--- src/rtl/flit_latency_sink_if.sv ---
// Flit delivery channel from the traffic generator / NoC output port to the latency sink.
// Handshake: a flit transfers on a rising clk edge where flit_valid & flit_ready are both 1;
// flit_in is only meaningful while flit_valid is 1, and the sink never deasserts ready once up.
interface flit_latency_sink_if;
  logic [63:0] flit_in;
  logic        flit_valid;
  logic        flit_ready;

  modport master (output flit_in, output flit_valid, input flit_ready);
  modport slave  (input flit_in, input flit_valid, output flit_ready);
endinterface

--- src/rtl/flit_latency_sink.sv ---
// Terminal flit consumer: checks head/body/tail framing and destination, timestamps packets
// against a local free-running counter and keeps per-packet latency statistics.
module flit_latency_sink #(
  parameter logic [7:0] MY_ADDR = 8'h01,
  parameter int         PKT_LEN = 11,
  parameter int         TS_W    = 22,
  parameter int         SUM_W   = 40
) (
  input  logic                 clk,
  input  logic                 reset,
  flit_latency_sink_if.slave   flit_if,
  input  logic                 clear,
  output logic                 pkt_done,
  output logic [TS_W-1:0]      last_latency,
  output logic [TS_W-1:0]      min_latency,
  output logic [TS_W-1:0]      max_latency,
  output logic [SUM_W-1:0]     latency_sum,
  output logic [31:0]          pkt_count,
  output logic [31:0]          flit_count,
  output logic [15:0]          err_count,
  output logic [15:0]          misroute_cnt,
  output logic                 dbg_state
);

  localparam int IDX_W = $clog2(PKT_LEN);
  localparam logic [IDX_W-1:0] LAST_IDX = IDX_W'(PKT_LEN - 1);

  typedef enum logic {
    IDLE   = 1'b0,
    IN_PKT = 1'b1
  } state_t;

  state_t           state;
  logic [IDX_W-1:0] flit_idx;
  logic [TS_W-1:0]  cycle_cnt;
  logic [TS_W-1:0]  pend_lat;

  logic [1:0]       ftype;
  logic [7:0]       fdest;
  logic [21:0]      fts;
  logic             accept;
  logic             is_head;
  logic             is_body;
  logic             is_tail;
  logic             is_ill;
  logic             err_ev;
  logic             mis_ev;
  logic             done_ev;
  logic [TS_W-1:0]  head_lat;
  logic [SUM_W:0]   sum_ext;
  logic [SUM_W-1:0] sum_next;

  // Classify the flit on the channel and decide which counters this transfer touches.
  always_comb begin
    ftype    = flit_if.flit_in[63:62];
    fdest    = flit_if.flit_in[61:54];
    fts      = flit_if.flit_in[53:32];
    accept   = flit_if.flit_valid & flit_if.flit_ready;
    is_head  = (ftype == 2'b01);
    is_body  = (ftype == 2'b00);
    is_tail  = (ftype == 2'b10);
    is_ill   = (ftype == 2'b11);
    head_lat = cycle_cnt - TS_W'(fts);
    err_ev   = 1'b0;
    mis_ev   = 1'b0;
    done_ev  = 1'b0;
    if (accept) begin
      mis_ev = is_head && (fdest != MY_ADDR);
      if (state == IDLE) begin
        err_ev = !is_head;
      end else begin
        err_ev  = is_head || is_ill ||
                  (is_body && (flit_idx == LAST_IDX)) ||
                  (is_tail && (flit_idx != LAST_IDX));
        done_ev = is_tail && (flit_idx == LAST_IDX);
      end
    end
    sum_ext  = {1'b0, latency_sum} + (SUM_W + 1)'(pend_lat);
    sum_next = sum_ext[SUM_W] ? {SUM_W{1'b1}} : sum_ext[SUM_W-1:0];
  end

  assign dbg_state = (state == IN_PKT);

  always_ff @(posedge clk) begin
    if (!reset) begin
      state              <= IDLE;
      flit_idx           <= '0;
      cycle_cnt          <= '0;
      pend_lat           <= '0;
      flit_if.flit_ready <= 1'b0;
      pkt_done           <= 1'b0;
      last_latency       <= '0;
      min_latency        <= '1;
      max_latency        <= '0;
      latency_sum        <= '0;
      pkt_count          <= '0;
      flit_count         <= '0;
      err_count          <= '0;
      misroute_cnt       <= '0;
    end else begin
      cycle_cnt          <= cycle_cnt + 1'b1;
      flit_if.flit_ready <= 1'b1;
      pkt_done           <= done_ev;

      if (accept) begin
        case (state)
          IDLE: begin
            if (is_head) begin
              state    <= IN_PKT;
              flit_idx <= IDX_W'(1);
              pend_lat <= head_lat;
            end
          end
          IN_PKT: begin
            if (is_head) begin
              // A new head abandons the open packet and starts tracking the new one.
              flit_idx <= IDX_W'(1);
              pend_lat <= head_lat;
            end else if (is_body) begin
              if (flit_idx == LAST_IDX) state <= IDLE;
              else flit_idx <= flit_idx + IDX_W'(1);
            end else begin
              state <= IDLE;
            end
          end
          default: state <= IDLE;
        endcase
      end

      // Clear beats any same-cycle statistic update; pkt_done above is unaffected.
      if (clear) begin
        last_latency <= '0;
        min_latency  <= '1;
        max_latency  <= '0;
        latency_sum  <= '0;
        pkt_count    <= '0;
        flit_count   <= '0;
        err_count    <= '0;
        misroute_cnt <= '0;
      end else begin
        if (accept) flit_count <= flit_count + 32'd1;
        if (err_ev && (err_count != 16'hFFFF)) err_count <= err_count + 16'd1;
        if (mis_ev && (misroute_cnt != 16'hFFFF)) misroute_cnt <= misroute_cnt + 16'd1;
        if (done_ev) begin
          last_latency <= pend_lat;
          min_latency  <= (pend_lat < min_latency) ? pend_lat : min_latency;
          max_latency  <= (pend_lat > max_latency) ? pend_lat : max_latency;
          latency_sum  <= sum_next;
          pkt_count    <= pkt_count + 32'd1;
        end
      end
    end
  end

endmodule
--- src/flat_wrapper.sv ---
// flat-port wrapper written by rule: the top's interface ports become plain ports
module flit_latency_sink_flat 
#(
  parameter logic [7:0] MY_ADDR = 8'h01,
  parameter int         PKT_LEN = 11,
  parameter int         TS_W    = 22,
  parameter int         SUM_W   = 40
)
  (clk, reset, clear, pkt_done, last_latency, min_latency, max_latency, latency_sum, pkt_count, flit_count, err_count, misroute_cnt, dbg_state, flit_if_flit_in, flit_if_flit_valid, flit_if_flit_ready);
  flit_latency_sink_if flit_if_i ();
  input  logic clk;
  input  logic reset;
  input  logic clear;
  output logic pkt_done;
  output logic [TS_W-1:0] last_latency;
  output logic [TS_W-1:0] min_latency;
  output logic [TS_W-1:0] max_latency;
  output logic [SUM_W-1:0] latency_sum;
  output logic [31:0] pkt_count;
  output logic [31:0] flit_count;
  output logic [15:0] err_count;
  output logic [15:0] misroute_cnt;
  output logic dbg_state;
  input wire logic [$bits(flit_if_i.flit_in)-1:0] flit_if_flit_in;
  input wire logic [$bits(flit_if_i.flit_valid)-1:0] flit_if_flit_valid;
  output wire logic [$bits(flit_if_i.flit_ready)-1:0] flit_if_flit_ready;
  assign flit_if_i.flit_in = flit_if_flit_in;
  assign flit_if_i.flit_valid = flit_if_flit_valid;
  assign flit_if_flit_ready = flit_if_i.flit_ready;
  flit_latency_sink #(.MY_ADDR(MY_ADDR), .PKT_LEN(PKT_LEN), .TS_W(TS_W), .SUM_W(SUM_W)) u_core (.clk(clk), .reset(reset), .flit_if(flit_if_i), .clear(clear), .pkt_done(pkt_done), .last_latency(last_latency), .min_latency(min_latency), .max_latency(max_latency), .latency_sum(latency_sum), .pkt_count(pkt_count), .flit_count(flit_count), .err_count(err_count), .misroute_cnt(misroute_cnt), .dbg_state(dbg_state));
endmodule
--- config.mk ---
export PLATFORM = sky130hd
export DESIGN_NAME = flit_latency_sink_flat
export DESIGN_NICKNAME = d
export VERILOG_FILES = /design/src/rtl/flit_latency_sink_if.sv /design/src/rtl/flit_latency_sink.sv /design/src/flat_wrapper.sv
export SDC_FILE = /design/constraint.sdc
export NUM_CORES = 1
export LEC_CHECK = 0
export ABC_AREA = 1
export CORE_AREA = 2 2 238 217
export CTS_CLUSTER_DIAMETER = 30
export DETAILED_ROUTE_END_ITERATION = 6
export DIE_AREA = 0 0 240 219
export PLACE_DENSITY_LB_ADDON = 0.15
export SKIP_CTS_REPAIR_TIMING = 1
export SYNTH_ARGS = -nofsm -noshare
export SYNTH_HDL_FRONTEND = slang
export SYNTH_SLANG_ARGS = --single-unit
--- constraint.sdc ---
create_clock -name clk -period 2.8 [get_ports clk]
set_input_delay 0.7 -clock clk [delete_from_list [all_inputs] [get_ports clk]]
set_output_delay 0.7 -clock clk [all_outputs]
set_load 0.01 [all_outputs]
==> run_results.csv, run 1 <==
group,metric,value,unit
detailed_routing,drtIter0Drc,1000,
worst_setup_path,critPathLaunchType,"flop",
worst_setup_path,crit_buf_inv,1,
yosys,synth_compound_area_share,12.16,%
floorplan,die_w,240,um
final_layout,syn_to_final_growth,40.27,%
yosys,synth_xor_area_share,4.369,%
floorplan,die_h,219,um
floorplan,core_area,0.04997,sq mm
worst_setup_path,critPathCaptureType,"flop",
final_layout,fin_util,44.45,%
power,max-vdd-ir-drop,0.0003740,V
final_layout,final_common_cell,"nand2_1",
worst_setup_path,arrival,3.00,ns
clock_network,path_clk_slew,0.05,ns
power,power.leakage,0.009821,uW
worst_setup_path,cp_slowest_cell,"fa_1",
yosys,synthSimpleGateAreaFrac,33.21,%
final_layout,drive_gt1_share,8.920,%
yosys,yosysWarnings,0,
floorplan,io_pins,273,
floorplan,fp-row-count,78,
global_routing,grt-busiest-layer,"met2",
yosys,syn_area,0.01584,sq mm
placement,placement.cell_area,0.01939,sq mm
final_layout,fillers,5233,
run,drv_cap,0,
detailed_routing,drt-total-wl,55460,um
clock_network,tritoncts,"yes",
worst_setup_path,cpPeakStageDelay,0.44,ns
worst_setup_path,cp.required,3.26,ns
global_routing,track_usage,21.03,%
timing,slew_headroom,64.03,%
placement,port_buffers,240,
yosys,synth_edf_count,0,
power,p_per_area,618.8,mW/mm^2
timing,fmax,0.3938,GHz
global_routing,grtUsageMet3,4.428,%
timing,hold_viol,0,
final_layout,fin_nets,2925,
global_routing,met2_usage,33.24,%
detailed_routing,drcViolationCount,0,
worst_setup_path,worstPathMaxFanout,13,
detailed_routing,wl_per_cell,15.81,um
yosys,synthArstFlopShare,0,%
worst_setup_path,crit_top_cell,"nand2_1",
worst_setup_path,path_cells,"ha_1, fa_1, nand3_1, nand3_1, nand2_1, nand2_1, nand2_1, nand3_2, nand2_2, nand2_4, inv_4, a21oi_1",
clock_network,htreeDepth,3,
worst_setup_path,worst_path_dominant_cell_family,"simple AND/OR/NAND/NOR gates",
timing,setup_violations,0,
global_routing,grt_first_pass_wirelength,86580,um
yosys,synth_top_family_by_area,"simple AND/OR/NAND/NOR gates",
detailed_routing,dr.pass1.iters,5,
yosys,yosysUniqueCellTypes,52,
worst_setup_path,crit_type,"flop to flop",
clock_network,clock_latency,0.60,ns
hold_path,worstHoldPathType,"flop to flop",
timing,period_needed,2.539,ns
yosys,synthCells,2438,
final_layout,final_cell_mix,"nand2_1, inv_1, nor2_1, dfxtp_1, clkdlybuf4s50_1",
timing,drv_slew,0,
floorplan,die_area,0.05256,sq mm
floorplan,initial_core_util,31.69,%
detailed_routing,vias_per_cell,4.768,
yosys,synthMuxAreaShare,0,%
detailed_routing,vias,16720,
clock_network,cts_sinks,253,
clock_network,root_buffer,"clkbuf_16",
yosys,syn_nets,2601,
clock_network,cts_buffer_depth,3,
yosys,seq_area_frac_synth,31.98,%
global_routing,grt_pass1_vias,15630,
run_status,status,"finished, final reports clean",
timing,worstMarginPinSlew,0.5351,ns
yosys,synth-main-ff-cell,"dfxtp_1",
yosys,ys_ff_latch,253,
clock_network,cts_buffers,77,
final_layout,finish.instance_area,0.02221,sq mm
timing,period_share,90.69,%
detailed_routing,ant_nets,0,
timing,finClkSkew,0.02540,ns
placement,place_congestion,0.9192,
timing,rsz0062_at_grt,"false",
placement,dp_hpwl,41980,um
yosys,avgSynthCellArea,6.495,sq um
global_routing,grt_max_degree,81,
global_routing,globalRoute.totalOverflow,0,
yosys,synth_fa_ha_area_share,7.601,%
global_routing,antenna_found_initial,1,
power,power.total,13750,uW
global_routing,met1_usage,28.77,%
==> logic make-up (layout without fill, tap and decap cells) <==
logic type / Yosys count / after routing
DFF: 253 / 253
and+or+nand+nor: 1218 / 1218
buffers and inverters: 430 / 817
adders and majority gates: 95 / 95
xor gates and xnor gates: 79 / 79
AOI/OAI and AO/OA: 363 / 363
other: 0 / 2
==> metal layers <==
| metal | part of all wire [%] | wire length, um | vias up |
|---|---|---|---|
| met4 | 2.3 | 1257 | 0 |
| met2 | 45 | 24940 | 469 |
| li1 | - | - | 8530 |
| met1 | 46 | 25760 | 7631 |
| met3 | 6.3 | 3507 | 91 |
| met5 | 0 | 0 | - |
==> worst reg2reg max path, stage by stage, from the launching register on <==
cell and delay (ns):
dfxtp_1 0.36, ha_1 0.29, fa_1 0.44, nand3_1 0.09, nand3_1 0.12, nand2_1 0.10, nand2_1 0.12, nand2_1 0.12
nand3_2 0.17, nand2_2 0.13, nand2_4 0.13, inv_4 0.23, a21oi_1 0.11
==> cell type report <==
cell class	count	area, sq um	area share, %
antenna	2	5.005	0.02253
clock inverter	41	670.6	3.019
clock buffer	101	2150	9.678
sequential	253	5065	22.80
multi-input combinational	1755	9095	40.95
timing repair buffer	309	2995	13.49
inverter	366	1380	6.213
tap	680	850.8	3.831
==> per-stage QoR <==
stage	worst slack (ns)	hold WS, ns	setup TNS [ns]	cells
floorplan	0.5197	0.4173	0	2438
global placement	-0.2086	0.4310	-0.6890	3363
detailed placement	-0.1446	0.4408	-0.5508	3363
CTS	0.2721	0.4473	0	3505
global route	0.07982	0.4733	0	3506
finish	0.2607	0.4454	0	3507
==> registers in the layout (all words and copies together) (netlist names), 16 cells and up <==
name and count:
u_core.err_count 16, u_core.misroute_cnt 16, u_core.latency_sum 40, u_core.min_latency 22, u_core.pend_lat 22, u_core.cycle_cnt 22
u_core.last_latency 22, u_core.flit_count 32, u_core.max_latency 22, u_core.pkt_count 32
==> cell usage after synthesis (4+ instances only) <==
cell type / instances / area, sq um
o21bai_1: 4 / 30.03
nor2_1: 288 / 1081
a21oi_2: 11 / 96.34
nor4_1: 10 / 62.56
o21a_1: 7 / 52.55
a31oi_1: 9 / 56.30
nand2_1: 603 / 2263
clkbuf_1: 24 / 90.09
and3_1: 6 / 37.54
nand3b_1: 9 / 67.56
nand3_1: 142 / 710.7
nand4_1: 44 / 275.3
nor3_2: 4 / 40.04
nand2_2: 8 / 50.05
buf_1: 7 / 26.28
ha_1: 93 / 1164
xor2_1: 57 / 499.2
nor3_1: 67 / 335.3
dfxtp_1: 253 / 5065
a21oi_1: 213 / 1066
xnor2_1: 22 / 192.7
inv_2: 5 / 18.77
nor2_2: 9 / 56.30
nor3b_1: 13 / 97.59
buf_2: 29 / 145.1
inv_1: 359 / 1348
o21ai_0: 107 / 535.5
==> power by group <==
| part | switching [uW] | leakage (uW) | internal [uW] |
|---|---|---|---|
| Clock | 2580 | 0.00139 | 6900 |
| Combinational | 374 | 0.00639 | 223 |
| Sequential | 31.7 | 0.00204 | 3640 |
==> path summary, 6_finish.rpt <==
check                       from                endpoint  slack (ns)  cells past startpoint
min reg2reg  u_core.cycle_cnt[0]     u_core.cycle_cnt[0]        0.45                      1
min          u_core.cycle_cnt[0]     u_core.cycle_cnt[0]        0.45                      1
max           u_core.pend_lat[0]  u_core.latency_sum[18]        0.26                     12
max reg2reg   u_core.pend_lat[0]  u_core.latency_sum[18]        0.26                     12
(Power assumes the default switching activity.)
==> run 2, diff against run 1 <==
--- a/config.mk
+++ b/config.mk
@@ -6,6 +6,7 @@
 export NUM_CORES = 1
 export LEC_CHECK = 0
 export ABC_AREA = 1
+export CAP_MARGIN = 20
 export CORE_AREA = 2 2 238 217
 export CTS_CLUSTER_DIAMETER = 30
 export DETAILED_ROUTE_END_ITERATION = 6
@@ -15,3 +16,4 @@
 export SYNTH_ARGS = -nofsm -noshare
 export SYNTH_HDL_FRONTEND = slang
 export SYNTH_SLANG_ARGS = --single-unit
+export TNS_END_PERCENT = 50
==> results of run 2 <==
No change in the layout: final DEF, timing and power equal those of run 1.
==> run 3, diff against run 2 <==
--- a/config.mk
+++ b/config.mk
@@ -8,7 +8,7 @@
 export ABC_AREA = 1
 export CAP_MARGIN = 20
 export CORE_AREA = 2 2 238 217
-export CTS_CLUSTER_DIAMETER = 30
+export CTS_CLUSTER_DIAMETER = 40
 export DETAILED_ROUTE_END_ITERATION = 6
 export DIE_AREA = 0 0 240 219
 export PLACE_DENSITY_LB_ADDON = 0.15
==> run_results.csv, run 3 (same netlist as run 1, synthesis figures left out) <==
group,metric,value,unit
run_status,status,"finished, final reports clean",
timing,tns,0,ns
worst_setup_path,critPathCaptureType,"flop",
worst_setup_path,worst_path_dominant_cell_family,"simple AND/OR/NAND/NOR gates",
timing,period_share,90.30,%
detailed_routing,wl_met3,3338,um
detailed_routing,ant_nets,0,
detailed_routing,vias,16490,
clock_network,htreeDepth,2,
clock_network,clock_latency,0.60,ns
placement,place_congestion,0.9192,
worst_setup_path,crit_top_cell,"nand2_1",
floorplan,initial_core_util,31.69,%
detailed_routing,drtIter0Drc,1113,
clock_network,path_clk_slew,0.05,ns
final_layout,reg_top3,"u_core.latency_sum (40), u_core.flit_count (32), u_core.pkt_count (32)",
worst_setup_path,critPathLaunchType,"flop",
clock_network,tritoncts,"yes",
power,max-vdd-ir-drop,0.0004742,V
worst_setup_path,arrival,3.00,ns
timing,rsz0062_at_grt,"false",
timing,worstMarginPinSlew,0.5441,ns
detailed_routing,highest_layer,"met4",
placement,port_buffers,240,
floorplan,die_w,240,um
timing,setup_violations,0,
worst_setup_path,cp.required,3.27,ns
detailed_routing,dr.pass1.iters,5,
floorplan,die_area,0.05256,sq mm
final_layout,fin_cells,3459,
timing,finClkSkew,0.02497,ns
timing,fmax,0.3955,GHz
clock_network,cts_buffer_depth,3,
detailed_routing,drt-total-wl,54950,um
timing,setup_ws,0.2717,ns
placement,placement.cell_area,0.01939,sq mm
final_layout,final_cell_mix,"nand2_1, inv_1, nor2_1, dfxtp_1, clkdlybuf4s50_1",
worst_setup_path,cp_slowest_cell,"fa_1",
placement,place_inst,3363,
final_layout,final_common_cell,"nand2_1",
worst_setup_path,crit_buf_inv,1,
timing,drv_slew,0,
timing,slew_headroom,63.42,%
worst_setup_path,worstPathMaxFanout,13,
timing,period_needed,2.528,ns
final_layout,drive_gt1_share,7.703,%
floorplan,io_pins,273,
power,power.leakage,0.009320,uW
global_routing,grt_pass1_vias,15410,
placement,pre_cts_ws,-0.1446,ns
worst_setup_path,cpPeakStageDelay,0.44,ns
clock_network,cts_sinks,253,
detailed_routing,wl_per_cell,15.89,um
run,drv_cap,0,
final_layout,syn_to_final_growth,34.02,%
global_routing,globalRoute.totalOverflow,0,
placement,dp_hpwl,41980,um
clock_network,root_buffer,"clkbuf_16",
detailed_routing,vias_per_cell,4.766,
global_routing,track_usage,20.76,%
final_layout,largest_reg_flops,40,
final_layout,top_register,"u_core.latency_sum",
floorplan,core_area,0.04997,sq mm
floorplan,fp-row-count,78,
floorplan,die_h,219,um
detailed_routing,drcViolationCount,0,
hold_path,worstHoldPathType,"flop to flop",
clock_network,cts_buffers,53,
global_routing,grt_max_degree,81,
detailed_routing,dr_wl_met2,24550,um
timing,hold_viol,0,
power,p_per_area,506.2,mW/mm^2
global_routing,antenna_found_initial,0,
worst_setup_path,path_cells,"ha_1, fa_1, nand3_1, nand3_1, nand2_1, nand2_1, nand2_1, nand3_2, nand2_2, nand2_4, inv_4, a21oi_1",
detailed_routing,wl_met1,25840,um
final_layout,finish.instance_area,0.02122,sq mm
global_routing,grt_first_pass_wirelength,85850,um
worst_setup_path,crit_type,"flop to flop",
final_layout,fin_nets,2901,
power,power.total,10740,uW
## run 3: cell count changes in the layout (fill, tap and decap cells not counted)
cell	before	now
clkbuf_16	79	53
clkinvlp_4	1	5
clkinv_4	2	3
bufinv_16	17	6
diode_2	2	1
inv_6	2	5
clkinv_2	18	8
clkbuf_8	9	10
clkbuf_1	13	4
## run 3: power by group
part	total (uW)	switching [uW]	internal [uW]
sequential	3660	31.6	3630
combinational	596	373	223
clock	6490	2210	4270
## run 3: per-stage QoR
step / hold slack, ns / utilization, %
after CTS: 0.4491 / 42.47
after floorplan: 0.4173 / -
after detailed placement: 0.4408 / 38.80
final: 0.4465 / 42.47
after global placement: 0.4310 / 38.80
after global routing: 0.4754 / 42.47
## run 3: worst paths after layout
check / slack (ns) / cells past startpoint / from / endpoint
worst max register to register: 0.27 / 12 / u_core.pend_lat[0] / u_core.latency_sum[17]
worst min register to register: 0.45 / 1 / u_core.cycle_cnt[0] / u_core.cycle_cnt[0]
worst max-delay path: 0.27 / 12 / u_core.pend_lat[0] / u_core.latency_sum[17]
worst min-delay path: 0.45 / 1 / u_core.cycle_cnt[0] / u_core.cycle_cnt[0]
## run 3: final cells by class
cell class	instances	area, sq um
diodes	1	2.502
flip-flops and latches	253	5065
clock buffers	67	1479
repair buffers	309	2995
fillers	5309	28750
clock inverters	28	355.3
well taps	680	850.8
inverters	366	1380
multi-input cells	1755	9095
## run 3: per-layer routing
metal,vias to the layer above,global-route usage (%)
met5,-,0
met4,0,6.066
met3,75,3.522
li1,8470,-
met1,7506,28.80
met2,435,32.92
